**src/rtl/keypad_pkg.sv**
```systemverilog
// Shared types and constants for the 4x4 hex keypad scanner.
package keypad_pkg;

    typedef enum logic [1:0] {
        SCAN      = 2'd0,
        DEB_PRESS = 2'd1,
        HELD      = 2'd2,
        DEB_REL   = 2'd3
    } scan_state_t;

    localparam logic [3:0] ROW_RESET = 4'b1110;

    // Indexed [row][col]; row 3 follows the board silkscreen, not hex order.
    localparam logic [3:0] KEYMAP [4][4] = '{
        '{4'h1, 4'h2, 4'h3, 4'hA},
        '{4'h4, 4'h5, 4'h6, 4'hB},
        '{4'h7, 4'h8, 4'h9, 4'hC},
        '{4'hE, 4'h0, 4'hF, 4'hD}
    };

    function automatic logic is_onehot_low(input logic [3:0] v);
        return ($countones(~v) == 1);
    endfunction

    // Position of the (last) zero bit; meaningful only for one-hot-low input.
    function automatic logic [1:0] zero_index(input logic [3:0] v);
        logic [1:0] idx;
        idx = 2'd0;
        for (int i = 0; i < 4; i++) begin
            if (!v[i]) idx = 2'(i);
        end
        return idx;
    endfunction

endpackage

```
**src/rtl/keypad_scanner_tick_divider.sv**
```systemverilog
// Free-running divider producing a one-cycle tick every SCAN_DIV clocks.
module tick_divider #(
    parameter int SCAN_DIV = 40000
) (
    input  logic clk,
    input  logic reset,
    output logic tick
);

    localparam int CW = $clog2(SCAN_DIV);
    localparam logic [CW-1:0] LAST = CW'(SCAN_DIV - 1);

    logic [CW-1:0] count;

    assign tick = (count == LAST);

    always_ff @(posedge clk or posedge reset) begin
        if (reset) begin
            count <= '0;
        end else if (tick) begin
            count <= '0;
        end else begin
            count <= count + 1'b1;
        end
    end

endmodule

```
**src/rtl/keypad_scanner.sv**
```systemverilog
// 4x4 keypad row scanner with column synchronizer, press/release debounce and hex output.
// Optional KEYPAD_HISTORY_EN adds prev_key, the code accepted before the current key.
module keypad_scanner
    import keypad_pkg::*;
#(
    parameter int SCAN_DIV  = 40000,
    parameter int DEB_TICKS = 20
) (
    input  logic       clk,
    input  logic       reset,
    input  logic [3:0] cols_n,
    output logic [3:0] rows_n,
    output logic [3:0] key,
    output logic       key_valid,
    output logic       key_held
`ifdef KEYPAD_HISTORY_EN
    ,
    output logic [3:0] prev_key
`endif
);

    localparam logic [7:0] DEB_LAST = 8'(DEB_TICKS);

    logic [3:0]  sync1, sync2, cols_s;
    logic        tick;
    scan_state_t state;
    logic [7:0]  count;
    logic [1:0]  cap_col;
    logic        col_ok, same_col, cap_high, deb_done;
    logic [1:0]  col_idx, row_idx;
    logic [3:0]  rows_rot;
    logic        accept, release_done;

    tick_divider #(.SCAN_DIV(SCAN_DIV)) u_div (
        .clk  (clk),
        .reset(reset),
        .tick (tick)
    );

    // cols_n is asynchronous to clk; nothing downstream looks at it unsynchronized.
    always_ff @(posedge clk or posedge reset) begin
        if (reset) begin
            sync1 <= 4'b1111;
            sync2 <= 4'b1111;
        end else begin
            sync1 <= cols_n;
            sync2 <= sync1;
        end
    end

    assign cols_s   = sync2;
    assign col_ok   = is_onehot_low(cols_s);
    assign col_idx  = zero_index(cols_s);
    assign row_idx  = zero_index(rows_n);
    assign same_col = col_ok && (col_idx == cap_col);
    assign cap_high = cols_s[cap_col];
    assign rows_rot = {rows_n[2:0], rows_n[3]};
    assign deb_done = ((count + 8'd1) == DEB_LAST);

    always_comb begin
        accept       = 1'b0;
        release_done = 1'b0;
        if (tick) begin
            case (state)
                SCAN:      accept       = col_ok && (DEB_TICKS == 1);
                DEB_PRESS: accept       = same_col && deb_done;
                HELD:      release_done = cap_high && (DEB_TICKS == 1);
                DEB_REL:   release_done = cap_high && deb_done;
                default:   ;
            endcase
        end
    end

    always_ff @(posedge clk or posedge reset) begin
        if (reset) begin
            state   <= SCAN;
            rows_n  <= ROW_RESET;
            count   <= 8'd0;
            cap_col <= 2'd0;
        end else if (tick) begin
            case (state)
                SCAN: begin
                    if (col_ok) begin
                        cap_col <= col_idx;
                        count   <= 8'd1;
                        state   <= (DEB_TICKS > 1) ? DEB_PRESS : HELD;
                    end else begin
                        rows_n <= rows_rot;
                    end
                end
                DEB_PRESS: begin
                    if (same_col) begin
                        count <= count + 8'd1;
                        if (accept) state <= HELD;
                    end else begin
                        state  <= SCAN;
                        rows_n <= rows_rot;
                    end
                end
                HELD: begin
                    // Only the captured column of the frozen row matters here,
                    // so a second key elsewhere cannot disturb the hold.
                    if (cap_high) begin
                        count <= 8'd1;
                        if (release_done) begin
                            state  <= SCAN;
                            rows_n <= rows_rot;
                        end else begin
                            state <= DEB_REL;
                        end
                    end
                end
                DEB_REL: begin
                    if (!cap_high) begin
                        state <= HELD;
                    end else begin
                        count <= count + 8'd1;
                        if (release_done) begin
                            state  <= SCAN;
                            rows_n <= rows_rot;
                        end
                    end
                end
                default: state <= SCAN;
            endcase
        end
    end

    always_ff @(posedge clk or posedge reset) begin
        if (reset) begin
            key       <= 4'h0;
            key_valid <= 1'b0;
            key_held  <= 1'b0;
`ifdef KEYPAD_HISTORY_EN
            prev_key  <= 4'h0;
`endif
        end else begin
            key_valid <= accept;
            if (accept) begin
                key      <= KEYMAP[row_idx][col_idx];
                key_held <= 1'b1;
`ifdef KEYPAD_HISTORY_EN
                prev_key <= key;
`endif
            end else if (release_done) begin
                key_held <= 1'b0;
            end
        end
    end

endmodule

```
**config.mk**
```make
export PLATFORM = sky130hd
export DESIGN_NAME = keypad_scanner
export DESIGN_NICKNAME = d
export VERILOG_FILES = /design/src/rtl/keypad_pkg.sv /design/src/rtl/keypad_scanner_tick_divider.sv /design/src/rtl/keypad_scanner.sv
export SDC_FILE = /design/constraint.sdc
export NUM_CORES = 1
export LEC_CHECK = 0
export BUFFER_PORTS_ARGS = -buffer_cell sky130_fd_sc_hd__buf_2
export CAP_MARGIN = 15
export CORE_MARGIN = 2
export CORE_UTILIZATION = 60
export CTS_CLUSTER_SIZE = 24
export DETAILED_ROUTE_END_ITERATION = 10
export PLACE_DENSITY = 0.88
export SLEW_MARGIN = 5
export SYNTH_ARGS = -nofsm -noshare
export SYNTH_HDL_FRONTEND = slang
export SYNTH_SLANG_ARGS = --single-unit
```
**constraint.sdc**
```tcl
create_clock -name clk -period 6.5 [get_ports clk]
set_input_delay 1.95 -clock clk [delete_from_list [all_inputs] [get_ports clk]]
set_output_delay 1.95 -clock clk [all_outputs]
set_load 0.02 [all_outputs]
```
After elaboration in Yosys (flattened, before gate mapping):

Cells that the tools add are included.

* flip-flop bits (word level): 46
* output and inout port bits: 10

* $add $sub $neg: 5
* magnitude comparators: 3
* eq/ne operators: 17
* mux-type cells: 39
* bitwise operators: 3
* reduce and logical (&&, ||, !) cells: 10

Operators by type and width (count)
* $mux 16: 3
* $bmux 16 s2: 1
* $mux 8: 4
* $pmux 8 s4: 1
* $mux 4: 6
* $mux 2: 11
* $add 16x1->16 const B: 1
* $eq 16x16->1 const B: 1
* $reduce_and 5->1: 3
* $ne 2x2->1 const B: 6
* $pmux 4 s3: 1
* $mux 1: 9
* $add 8x1->8 const B: 1
* $bmux 4 s2: 1
* $eq 8x5->1 const B: 1
* $pmux 2 s4: 1
* $ge 3x3->1 const B: 2
* $ne 3x3->1 const B: 2
* $not 2->3: 2
* $add 1x1->2: 2
* $eq 2x2->1 const B: 2
* $ne 2x1->1 const B: 2
* $not 4->4: 1
* $add 2x2->3: 1
* 10 further kinds: 12

Logic depth before layout (Yosys ltp):

* word-level depth: 11
* depth in mapped cells: 9
* gate-level depth less buffers: 9

Cells and area by module:

A second synthesis with hierarchy kept.

* cells, all modules: 224
* area, all modules: 2434.8 um2

By module, submodules not included
* keypad_scanner: times used 1, cells each 154, area each 1687.9 um2, seq. area each 764.5 um2
* tick_divider: times used 1, cells each 70, area each 747.0 um2, seq. area each 400.4 um2

Least setup slack after synthesis:

OpenSTA, ideal clock, no wires.

* path kind: reg-to-reg
* start point: register sync2[0] (netlist: cols_s[0])
* end point: register cap_col[1]
* library setup time: 0.125 ns
* data arrival time: 2.638 ns
* required time: 6.375 ns
* setup slack: 3.737 ns
* stages on the path, launching flop included: 8
* buffers on the path: 0
* cell sequence: dfstp_2 -> fa_1 -> inv_1 -> ha_1 -> ha_1 -> or4b_2 -> nor3_1 -> mux2_2

* word-level cells in the longest chain between the ends: 5

RTL lines
* from (decl): line keypad_scanner.sv:24 `logic [3:0] sync1, sync2, cols_s;`
* from (signal assigned): line keypad_scanner.sv:47 `sync2 <= sync1;`
* $not 4->4: line keypad_pkg.sv:22 `return ($countones(~v) == 1);`
* $add 1x1->2 (not written as such): line keypad_pkg.sv:22
* $add 2x2->3 (not written as such): line keypad_pkg.sv:22
* $eq 3x1->1: line keypad_pkg.sv:22
* $reduce_and 3->1 (no line)
* to (signal assigned): line keypad_scanner.sv:84 `cap_col <= col_idx;`
* to (decl): line keypad_scanner.sv:28 `logic [1:0] cap_col;`

Every way passes these cells.
A chain may end at the register's enable or synchronous reset.

Worst setup path after layout:

* start point: register rows_n[3]
* end point: output rows_n[3]

RTL lines
* from (decl): line keypad_scanner.sv:12 `output logic [3:0] rows_n,`
* from (signal assigned): line keypad_scanner.sv:88 `rows_n <= rows_rot;`
* from (signal assigned): line keypad_scanner.sv:97 `rows_n <= rows_rot;`
* from (signal assigned): line keypad_scanner.sv:107 `rows_n <= rows_rot;`

No word-level cell between the ends.

==> flow_summary.ini <==
[timing]
fin_worst_skew_ns = 0.00536
post-route-period-util_pct = 48.0
slew_violations = 0
fin_tns_setup_ns = 0
rsz0062_at_grt = no
fin_crit_ns = 3.12
hold_violations = 0
worst_pin_slew_ns = 0.556
relSlewSlack_pct = 62.9
fmax_mhz = 320
setup_viol = 0

[cts]
root_buffer = clkbuf_8
cts.clk_slew.worst_paths_ns = 0.09
hold_buffers = 0
clock_path_buffers = 2
cts_tree = built
cts-htree-levels = 2
clkLatencyLatePin_ns = 0.30
cts_resized = 0
cts_made_buffers = 5
clock_sinks = 46
post-cts-setup-buffers = 0

[route]
vias_per_cell = 6.05
routed-wl-met2_mm = 2.14
wl_met3_um = 209
routed_wl_mm = 4.67
wl_per_cell_um = 15.5
post-route-drc-count = 0
dr.pass1.iters = 5
drt-initial-drc-count = 185
antenna_left = 0
vias = 1826
highest_layer = met4
drt-met1-wl_mm = 2.24

[global_routing]
grt_pass1_wl_mm = 7.80
overflow = 0
grt_max_degree = 47
grt_pass1_vias = 1639
grtUsageTotal_pct = 23.0
antenna_found_initial = 0

[place]
place.gp.congestion = 0.869
dpl_cell_area_sq_um = 2550
io_buffers = 15
place.detailed.hpwl_mm = 3.30

[setup_path]
required_ns = 4.55
cp.depth = 1
cp-end-kind = output pin
crit_start = rows_n[3]
path_cells = buf_2
path_buf_inv = 1
rr_startpoint = cols_s[3]
cp-start-kind = register
path_delay_family = flip-flops
reg2reg_depth = 7
worst_ep_arrival_time_ns = 1.17
cp_max_fo = 12
path_class = register to output pin
cpMaxStageDelayCell = dfstp_2
slowest_delay_ns = 0.66

[power]
power.density_nw_per_um2 = 214
peakVddDrop_v = 0.000171
p_leak_nw = 1.21
total_power_mw = 0.576

[cells_and_area]
n_antenna_cell = 0
fillers = 290
layout-drive-gt1-share_pct = 20.6
area_growth_syn_to_layout_pct = 9.94
fin_nets = 263
design_area_sq_um = 2690

[synth]
yosysWarningCount = 0
synth-seq-area-share_pct = 47.7
syn-num-nets = 249
async_flop_share_pct = 100
syn_area_sq_um = 2440
synth_cells = 237
ys_types = 48
synth_top_area_share_pct = 35.9
synth_edf_count = 0
ys_seq_elements = 46
synth_common_cells = dfrtp_1 (35), o21ai_0 (16), nand2_1 (15)
ys_top_cells_by_area = dfrtp_1 (36%), dfstp_2 (12%), mux2_2 (3.7%), o21ai_0 (3.3%), xnor2_1 (2.9%)
syn_avg_cell_area_sq_um = 10.3
synth_most_common_cell = dfrtp_1
ys.flop_type = dfrtp_1
synth_area_leader_cell = dfrtp_1

[job]
cap_violations = 0

[status]
status = finished clean

[floorplan]
fp-row-count = 23
die-area_sq_um = 4600
ios = 16
core_area_sq_um = 3970
die_y_um = 67.8
die_x_um = 67.8
initial_core_util_pct = 61.5

[min_path]
hp-start = sync1[2]
hp-class = register to register
holdPathStages = 0
## where the power goes
| part | leakage, nW | switching, mW | internal [mW] |
|---|---|---|---|
| clock network | 0.0683 | 0.0990 | 0.154 |
| registers | 0.590 | 0.00340 | 0.291 |
| logic | 0.551 | 0.0172 | 0.0113 |
## state kept, by name, summed over array words and instances (netlist names)
| signal | count |
|---|---|
| rows_n | 4 |
| key_valid | 1 |
| state | 2 |
| cols_s | 4 |
| count | 8 |
| key | 4 |
| sync1 | 4 |
| cap_col | 2 |
| key_held | 1 |
| u_div.count | 16 |
## layer usage
metal	GRT usage, %	vias to the layer above
met5	0	-
met4	8.00	0
met3	5.17	8
met2	33.7	45
met1	33.8	887
li1	-	886
## cell families (layout without fill, tap and decap cells)
kind of cell | after synthesis | in the layout | synth area share [%]
simple gates | 94 | 94 | 23.2
flops | 46 | 46 | 47.7
compound gates | 44 | 44 | 11.3
buf+inv | 20 | 35 | 3.33
xor+xnor | 16 | 16 | 5.74
mux | 11 | 11 | 5.43
fa+ha+maj | 6 | 6 | 3.38
## layout make-up
class                           count  area, sq um  share of cell area (%)
Multi-Input combinational cell    171         1200                    44.5
Clock buffer                        5         68.8                    2.56
Sequential cell                    46         1160                    43.4
Timing Repair Buffer               16         82.6                    3.08
Tap cell                           50         62.6                    2.33
Clock inverter                      3         68.8                    2.56
Inverter                           11         41.3                    1.54
## stage by stage
stage	instances	setup WS [ns]	hold slack (ns)	util (%)
2_1_floorplan	237	3.48	0.345	-
3_3_place_gp	294	3.55	0.346	64.1
3_5_place_dp	294	3.43	0.347	64.1
4_1_cts	302	3.37	0.360	67.6
5_1_grt	302	3.24	0.362	67.6
6_report	302	3.38	0.359	67.6
## final timing paths
check,to,slack [ns]
max in group asynchronous,u_div.count[0],4.35
max,rows_n[3],3.38
min reg2reg,cols_s[2],0.36
min in group asynchronous,key[2],1.77
max reg2reg,cap_col[1],3.39
min,cols_s[2],0.36
## placed cells by master (no fill, tap or decap), types with 2 or more instances in the layout
cell,Yosys,layout
nand4_2,2,2
a211o_1,2,2
dfrtp_1,35,35
nor2_1,12,12
clkbuf_8,0,5
nor2b_1,2,2
nor4b_2,2,2
buf_2,4,15
mux2_2,8,8
xnor2_1,8,8
nand4b_1,4,4
o21ai_0,16,16
inv_1,11,10
nor3_1,8,8
nand3b_1,3,3
a21oi_1,9,9
nand4_1,6,6
and3_1,7,7
nand2_1,15,15
nand3_1,13,13
a21o_1,3,3
bufinv_16,0,2
dfstp_2,11,11
mux2i_1,2,2
o21a_1,2,2
a31oi_1,4,4
nand2b_1,2,2
and2_1,4,4
or3_1,5,5
ha_1,5,5
xor2_1,8,8
and4_1,3,3
No activity file was read; power rests on OpenSTA's default activity.
